[config.mk]
export PLATFORM = sky130hd
export DESIGN_NAME = vector_load_unit
export DESIGN_NICKNAME = d
export VERILOG_FILES = /design/src/rtl/vector_load_unit.sv
export SDC_FILE = /design/constraint.sdc
export NUM_CORES = 1
export LEC_CHECK = 0
export CORE_MARGIN = 2
export CORE_UTILIZATION = 40
export DETAILED_ROUTE_END_ITERATION = 7
export GPL_TIMING_DRIVEN = 0
export SLEW_MARGIN = 10
export SYNTH_ARGS = -nofsm -noshare
export SYNTH_HDL_FRONTEND = slang
export SYNTH_SLANG_ARGS = --single-unit
[constraint.sdc]
create_clock -name clk -period 3.55 [get_ports clk]
set_input_delay 1.065 -clock clk [delete_from_list [all_inputs] [get_ports clk]]
set_output_delay 1.065 -clock clk [all_outputs]
set_load 0.02 [all_outputs]
[src/rtl/vector_load_unit.sv]
// Vector load stage: fetches LANES consecutive ROM words and publishes them as one vector.
// Optional bounds checking against SIZE is enabled by defining VLOAD_BOUNDS_CHECK_EN.
module vector_load_unit #(
  parameter int S    = 32,
  parameter int V    = 192,
  parameter int SIZE = 30000
) (
  input  logic         clk,
  input  logic         rst_n,
  input  logic         start,
  input  logic [S-1:0] base_addr,
  output logic         busy,
  output logic         done,
  output logic         err,
  output logic [V-1:0] vdata,
  output logic         mem_isVector,
  output logic [S-1:0] mem_addr,
  input  logic [S-1:0] mem_rd
);

  localparam int LANES = V / S;
  localparam int LW    = (LANES > 1) ? $clog2(LANES) : 1;
  localparam logic [LW-1:0] LAST_LANE = LW'(LANES - 1);

  localparam logic [1:0] ST_IDLE  = 2'd0;
  localparam logic [1:0] ST_FETCH = 2'd1;
  localparam logic [1:0] ST_DONE  = 2'd2;

  if (((V % S) != 0) || (SIZE < 1)) begin : g_bad_cfg
    $error("vector_load_unit: V must be a multiple of S and SIZE must be positive");
  end

  logic [1:0]    state_q, state_d;
  logic [S-1:0]  base_q, base_d;
  logic [LW-1:0] lane_q, lane_d;
  logic [V-1:0]  shadow_q, shadow_d;
  logic [V-1:0]  vdata_q, vdata_d;
  logic          err_q, err_d;

  logic [S-1:0]  lane_addr;
  logic          oob;
  logic [S-1:0]  cap_word;
  logic          accept;

  // Address arithmetic wraps mod 2^S by construction.
  assign lane_addr = base_q + {{(S-LW){1'b0}}, lane_q};

`ifdef VLOAD_BOUNDS_CHECK_EN
  assign oob = (lane_addr >= S'(SIZE));
`else
  assign oob = 1'b0;
`endif

  assign cap_word     = oob ? '0 : mem_rd;
  assign mem_isVector = (state_q == ST_FETCH);
  assign mem_addr     = ((state_q == ST_FETCH) && !oob) ? lane_addr : '0;
  assign busy         = (state_q != ST_IDLE);
  assign done         = (state_q == ST_DONE);
  assign err          = err_q;
  assign vdata        = vdata_q;

  always_comb begin
    state_d  = state_q;
    base_d   = base_q;
    lane_d   = lane_q;
    shadow_d = shadow_q;
    vdata_d  = vdata_q;
    err_d    = err_q;
    accept   = 1'b0;

    case (state_q)
      ST_IDLE: begin
        accept = start;
      end
      ST_FETCH: begin
        shadow_d[lane_q*S +: S] = cap_word;
        err_d = err_q | oob;
        if (lane_q == LAST_LANE) begin
          // Publish the whole vector on the edge that captures the last lane.
          vdata_d = shadow_d;
          lane_d  = '0;
          state_d = ST_DONE;
        end else begin
          lane_d = lane_q + 1'b1;
        end
      end
      ST_DONE: begin
        state_d = ST_IDLE;
        accept  = start;
      end
      default: begin
        state_d = ST_IDLE;
      end
    endcase

    if (accept) begin
      base_d   = base_addr;
      lane_d   = '0;
      shadow_d = '0;
      err_d    = 1'b0;
      state_d  = ST_FETCH;
    end
  end

  always_ff @(posedge clk or negedge rst_n) begin
    if (!rst_n) begin
      state_q  <= ST_IDLE;
      base_q   <= '0;
      lane_q   <= '0;
      shadow_q <= '0;
      vdata_q  <= '0;
      err_q    <= 1'b0;
    end else begin
      state_q  <= state_d;
      base_q   <= base_d;
      lane_q   <= lane_d;
      shadow_q <= shadow_d;
      vdata_q  <= vdata_d;
      err_q    <= err_d;
    end
  end

endmodule

Word level (Yosys, flattened, before mapping). Cells that the tools add are included.

Word-level logic and storage cells: 32. Memories kept: 0. Memory bits (read-only): 0. Bits in latches: 0. Input bits: 67. Register bits after elaboration: 421. Output and inout port bits: 228. RAM bits: 0.

Equality and inequality tests: 5. Magnitude comparators: 0. $mul: 0. Reduce and logical (&&, ||, !) cells: 6. Mux-type cells: 11. Bitwise logic cells: 0. Div/mod/pow operators: 0. Shift operators: 2. Add/sub/neg operators: 3.

Operators with widths (count): 2-to-1 mux 192 bit (2); bitwise mux 192 bit (1); variable shift 32 x 34 -> 192 bit (first input constant) (1); indexed part select 32 x 34 -> 192 bit (1); negation 8 -> 34 bit (1); adder 32 x 3 -> 32 bit (1); 2-to-1 mux 32 bit (1); 2-to-1 mux 3 bit (3); 2-to-1 mux 2 bit (2); one-hot mux 2 bit (2 select lines) (1); AND reduction 2 bit (2); nonzero test 2 bit (2); adder 3 x 1 -> 3 bit (second input constant) (1); == test 3 bit (second input constant) (1); != test 3 x 1 -> 1 bit (second input constant) (1); == test 2 x 1 -> 1 bit (second input constant) (1); == test 2 bit (second input constant) (1); logical NOT 2 bit (1); != test 2 bit (second input constant) (1); OR reduction 2 bit (1); 2-to-1 mux 1 bit (1).

Depth between registers and ports, before layout.
Word-level depth: 5. Depth in mapped cells: 10. Depth with buffers taken out: 7.

Worst setup path before layout. Ideal clock, no wire load.

Kind: flip-flop to output port. Start: register lane_q[0]. End: output port mem_addr[20]. Arrival: 2475 ps. Path buffers: 0. Data required time: 2485 ps. Setup slack: 10 ps. Cell stages (with the launch flop): 8. Cells stage by stage: dfrtp_1 -> ha_1 -> inv_1 -> fa_1 -> nor2b_1 -> o2111ai_2 -> or4_1 -> a21oi_1.

Cells in the longest elaborated chain, start to end: 2.

Ends and longest elaborated chain: from (decl) (RTL line 35) `logic [LW-1:0] lane_q, lane_d;`; from (signal assigned) (RTL line 116) `lane_q <= lane_d;`; adder 32 x 3 -> 32 bit (RTL line 46) `assign lane_addr = base_q + {{(S-LW){1'b0}}, lane_q};`; 2-to-1 mux 32 bit (RTL line 56) `assign mem_addr = ((state_q == ST_FETCH) && !oob) ? lane_addr : '0;`; to (decl) (RTL line 17) `output logic [S-1:0] mem_addr,`.

No other way between the ends.

Worst setup path after layout.
Start: register lane_q[0]. End: output port mem_addr[22].

Same word-level chain as after synthesis.

==> results_tabular.tex <==
\begin{tabular}{lr}
\hline
Metric & Value \\
\hline
\multicolumn{2}{l}{\textbf{STA}} \\
Final period demand of the worst path & 3844 ps \\
Max-slew headroom at the worst pin & 0.1567 \\
Slack of the critical path & -294.0 ps \\
Fin. max-slew vios & 0 \\
Final clock period utilization by the worst path & 1.083 \\
Final hold vios & 0 \\
Setup violation total in the final timing report & 22 \\
Unrepaired setup endpoints after global routing & yes \\
Maximum achievable frequency & 260.1 MHz \\
Slew @ Worst Pin & 1260 ps \\
Maximum clock skew at final layout & 12.88 ps \\
\multicolumn{2}{l}{\textbf{Floorplanning}} \\
Row Count & 79 \\
I/O pin total & 295 \\
Die Footprint & 0.04906 mm2 \\
Area of the placeable core & 0.04665 mm2 \\
Floorplan die height & 221.5 um \\
Effective utilization at floorplan & 0.4055 \\
DIE WIDTH & 221.5 um \\
\multicolumn{2}{l}{\textbf{Logic synthesis}} \\
Count of different cell masters after synthesis & 51 \\
Synthesized instance count & 2026 \\
Number of synthesized flops with an enable pin & 0 \\
Most used flip-flop cell after synthesis & sky130\_fd\_sc\_hd\_\_dfrtp\_1 \\
Yosys top cell area share & 0.5568 \\
Number of nets produced by synthesis & 2102 \\
Share of synthesized area occupied by flip-flops and latches & 0.5568 \\
Library cell occupying the most area in the post-synthesis netlist & sky130\_fd\_sc\_hd\_\_dfrtp\_1 \\
Post-synthesis average cell area & 9.339 um2 \\
Fraction of registers with async set/reset & 1.000 \\
Synth cell count leaders & 682 x sky130\_fd\_sc\_hd\_\_nand2\_1, 421 x sky130\_fd\_sc\_hd\_\_dfrtp\_1, 342 x sky130\_fd\_sc\_hd\_\_o21ai\_0 \\
Most common cell in the netlist & sky130\_fd\_sc\_hd\_\_nand2\_1 \\
Top cells by area, synth & sky130\_fd\_sc\_hd\_\_dfrtp\_1 56\%, sky130\_fd\_sc\_hd\_\_nand2\_1 14\%, sky130\_fd\_sc\_hd\_\_mux2i\_1 10\% \\
Number of warnings reported in the yosys synthesis log & 0 \\
Flip-flop and latch count after synthesis & 421 \\
Synth Cell Area & 0.01892 mm2 \\
\multicolumn{2}{l}{\textbf{Place}} \\
Count of input and output buffers & 293 \\
Area after detailed placement & 0.02273 mm2 \\
Detailed placement HPWL & 44.79 mm \\
Worst slack after detailed placement & -817.3 ps \\
Final GP Congestion & 0.8536 \\
Placed cell count & 2930 \\
\multicolumn{2}{l}{\textbf{Finish}} \\
Multi-input combinational cell area & 0.007859 mm2 \\
Reg area & 0.01055 mm2 \\
Filler cells & 4253 \\
Share of final-layout standard cells stronger than drive strength 1 & 0.1084 \\
Final std cell area, no fill & 0.02483 mm2 \\
Filler-free cell count of the finished design & 3052 \\
Number of nets at the end of the flow & 2484 \\
Share of the core filled with cells & 0.5321 \\
Relative area change from synthesis to final layout & 31.21\% \\
\multicolumn{2}{l}{\textbf{Critical path}} \\
CP Cell Sequence & ha\_4 -> inv\_2 -> fa\_2 -> nor2b\_4 -> o2111ai\_4 -> or4\_4 -> a21oi\_2 -> buf\_4 \\
Critical path endpoint category & output port \\
FF-to-FF setup slack & 160 ps \\
Worst EP arrival & 2780 ps \\
Maximum net fanout on the critical path & 4 \\
Critical path's largest stage delay & 550 ps \\
Family of cells with the greatest summed delay on the critical path & simple AND/OR/NAND/NOR gates \\
Startpoint of the most critical register-to-register path & lane\_q[0] \\
R2R depth & 9 \\
Crit Path Class & reg -> out \\
Worst reg2reg endpoint & shadow\_q[47] \\
Startpoint kind of the worst setup timing path & flop \\
Cell type of the slowest stage on the worst timing path & sky130\_fd\_sc\_hd\_\_or4\_4 \\
Critical Path Source & lane\_q[0] \\
Data required, critical path & 2480 ps \\
Buffers and inverters on the worst path & 2 \\
\multicolumn{2}{l}{\textbf{Run}} \\
Max-capacitance violation count & 0 \\
\multicolumn{2}{l}{\textbf{Clocking}} \\
Clock Root Buffer & sky130\_fd\_sc\_hd\_\_clkbuf\_16 \\
Clock tree from TritonCTS & yes \\
Clock transition at the registers of the reported paths & 60 ps \\
Hold buffers post-CTS & 0 \\
Maximum buffer depth of the clock tree & 3 \\
Number of CTS-inserted buffers & 47 \\
CTS sink count & 421 \\
Clock insertion delay at the later pin of the skew report & 580 ps \\
H-tree levels & 2 \\
\multicolumn{2}{l}{\textbf{Global routing}} \\
Global-route wire length before repair & 97.55 mm \\
Number of antenna violations at the first check in global routing & 1 \\
Global-route met2 utilization & 0.4203 \\
Global routing usage summed across all routing layers & 0.2594 \\
Residual overflow from global routing & 0 \\
Met1 usage in global routing & 0.3559 \\
Largest net degree at the start of global routing & 92 \\
Top Usage Layer GRT & met2 \\
Global Route met3 Usage & 0.04479 \\
Via count of the first global-routing pass & 16154 \\
\multicolumn{2}{l}{\textbf{Detailed routing}} \\
Detailed-route wire length & 64.27 mm \\
Number of vias after detailed routing & 16209 \\
WL per Instance & 21.06 um \\
Detailed router's first-iteration violation count & 1313 \\
Final routed DRC violation total & 36 \\
Router iterations before antenna repair & 8 \\
Via density & 5.311 \\
Antenna viol nets, final & 0 \\
\multicolumn{2}{l}{\textbf{Power and ir drop}} \\
Power, Total & 22.28 mW \\
Static Leakage & 11.03 nW \\
Peak ir drop on the vdd network & 0.0005911 V \\
Total power per unit cell area & 897.4 mW/mm2 \\
\multicolumn{2}{l}{\textbf{Hold path}} \\
Hold Path Class & in -> async \\
\multicolumn{2}{l}{\textbf{Run status}} \\
Failing checks & DRC, setup timing \\
Run status & finished, violations left \\
\hline
\end{tabular}
-- area by class of cell --
type / instances / share of cell area
Buffer: 173 / 0.03180
Inverter: 10 / 0.001512
Tap cell: 607 / 0.03059
Antenna cell: 1 / 0.0001008
Timing Repair Buffer: 333 / 0.1324
Sequential cell: 421 / 0.4251
Clock buffer: 72 / 0.05801
Clock inverter: 13 / 0.003982
Multi-Input combinational cell: 1422 / 0.3166
-- registers in the layout, summed over array words and instances (netlist names) --
register  flops
base_q       32
lane_q        3
shadow_q    192
state_q       2
vdata       192
-- report_power, final --
group / switching [mW] / internal, mW
Clock: 2.03 / 2.86
Combinational: 5.52 / 3.86
Sequential: 1.34 / 6.68
-- worst max-delay path by stage --
stage,to,slack [ps],cells after the start
after floorplan,mem_addr[20],10,7
after global placement,vdata[48],-17180,1
after detailed placement,mem_addr[14],-820,9
after CTS,mem_addr[14],-310,9
after global routing,mem_addr[14],-390,9
final,mem_addr[22],-290,8
-- cell families after synthesis --
family,count (synthesis),synth area share
simple gates,768,0.1666
xor+xnor,10,0.004629
flops,421,0.5568
buf+inv,184,0.04265
compound gates,440,0.1207
fa+ha+maj,9,0.006349
mux,193,0.1021
other cells,1,0.0001982
-- layer usage --
layer	part of all wire	wire, um
met5	0	0
met1	0.44	28560
met4	0.032	2081
met2	0.46	29870
met3	0.059	3760
-- per-stage QoR --
step	setup TNS, ps	hold WS, ps
global placement	-7224990	465.7
CTS	-3035	486.8
floorplan	0	452.3
global route	-5425	505.5
finish	-3059	475.2
detailed placement	-10620	471.2
-- repair_timing --
item,4_1_cts,5_1_grt
buffers inserted,13,21
endpoints found under the setup margin,33,31
cloned,3,0
resized for setup,188,28
pin swaps,23,11
-- cells in the final DEF (no fill, tap or decap), types with 3 or more instances in the layout --
cell type and n:
sky130_fd_sc_hd__xor2_1 6, sky130_fd_sc_hd__mux2i_1 193, sky130_fd_sc_hd__o31ai_1 5, sky130_fd_sc_hd__and3_1 3, sky130_fd_sc_hd__dfrtp_1 407, sky130_fd_sc_hd__and4_1 4, sky130_fd_sc_hd__nor2_1 17, sky130_fd_sc_hd__buf_2 49
sky130_fd_sc_hd__nand2_1 682, sky130_fd_sc_hd__nor4_4 3, sky130_fd_sc_hd__nand4_1 5, sky130_fd_sc_hd__xnor2_1 4, sky130_fd_sc_hd__buf_16 4, sky130_fd_sc_hd__nand2b_1 5, sky130_fd_sc_hd__a21oi_2 8, sky130_fd_sc_hd__and2_1 4
sky130_fd_sc_hd__clkbuf_1 121, sky130_fd_sc_hd__ha_1 5, sky130_fd_sc_hd__inv_1 9, sky130_fd_sc_hd__or3_1 5, sky130_fd_sc_hd__or4_1 3, sky130_fd_sc_hd__o21ai_1 57, sky130_fd_sc_hd__o31ai_2 4, sky130_fd_sc_hd__a41o_1 3
sky130_fd_sc_hd__buf_4 48, sky130_fd_sc_hd__nand3_1 6, sky130_fd_sc_hd__clkbuf_8 17, sky130_fd_sc_hd__buf_6 18, sky130_fd_sc_hd__clkinv_2 9, sky130_fd_sc_hd__or4_4 8, sky130_fd_sc_hd__clkbuf_16 47, sky130_fd_sc_hd__o21ai_0 340
sky130_fd_sc_hd__a21oi_1 6, sky130_fd_sc_hd__clkdlybuf4s50_1 262, sky130_fd_sc_hd__nor2b_1 3, sky130_fd_sc_hd__ha_4 3, sky130_fd_sc_hd__dfrtp_2 14, sky130_fd_sc_hd__a31oi_1 3, sky130_fd_sc_hd__a21oi_4 3
(Power assumes the default switching activity.)
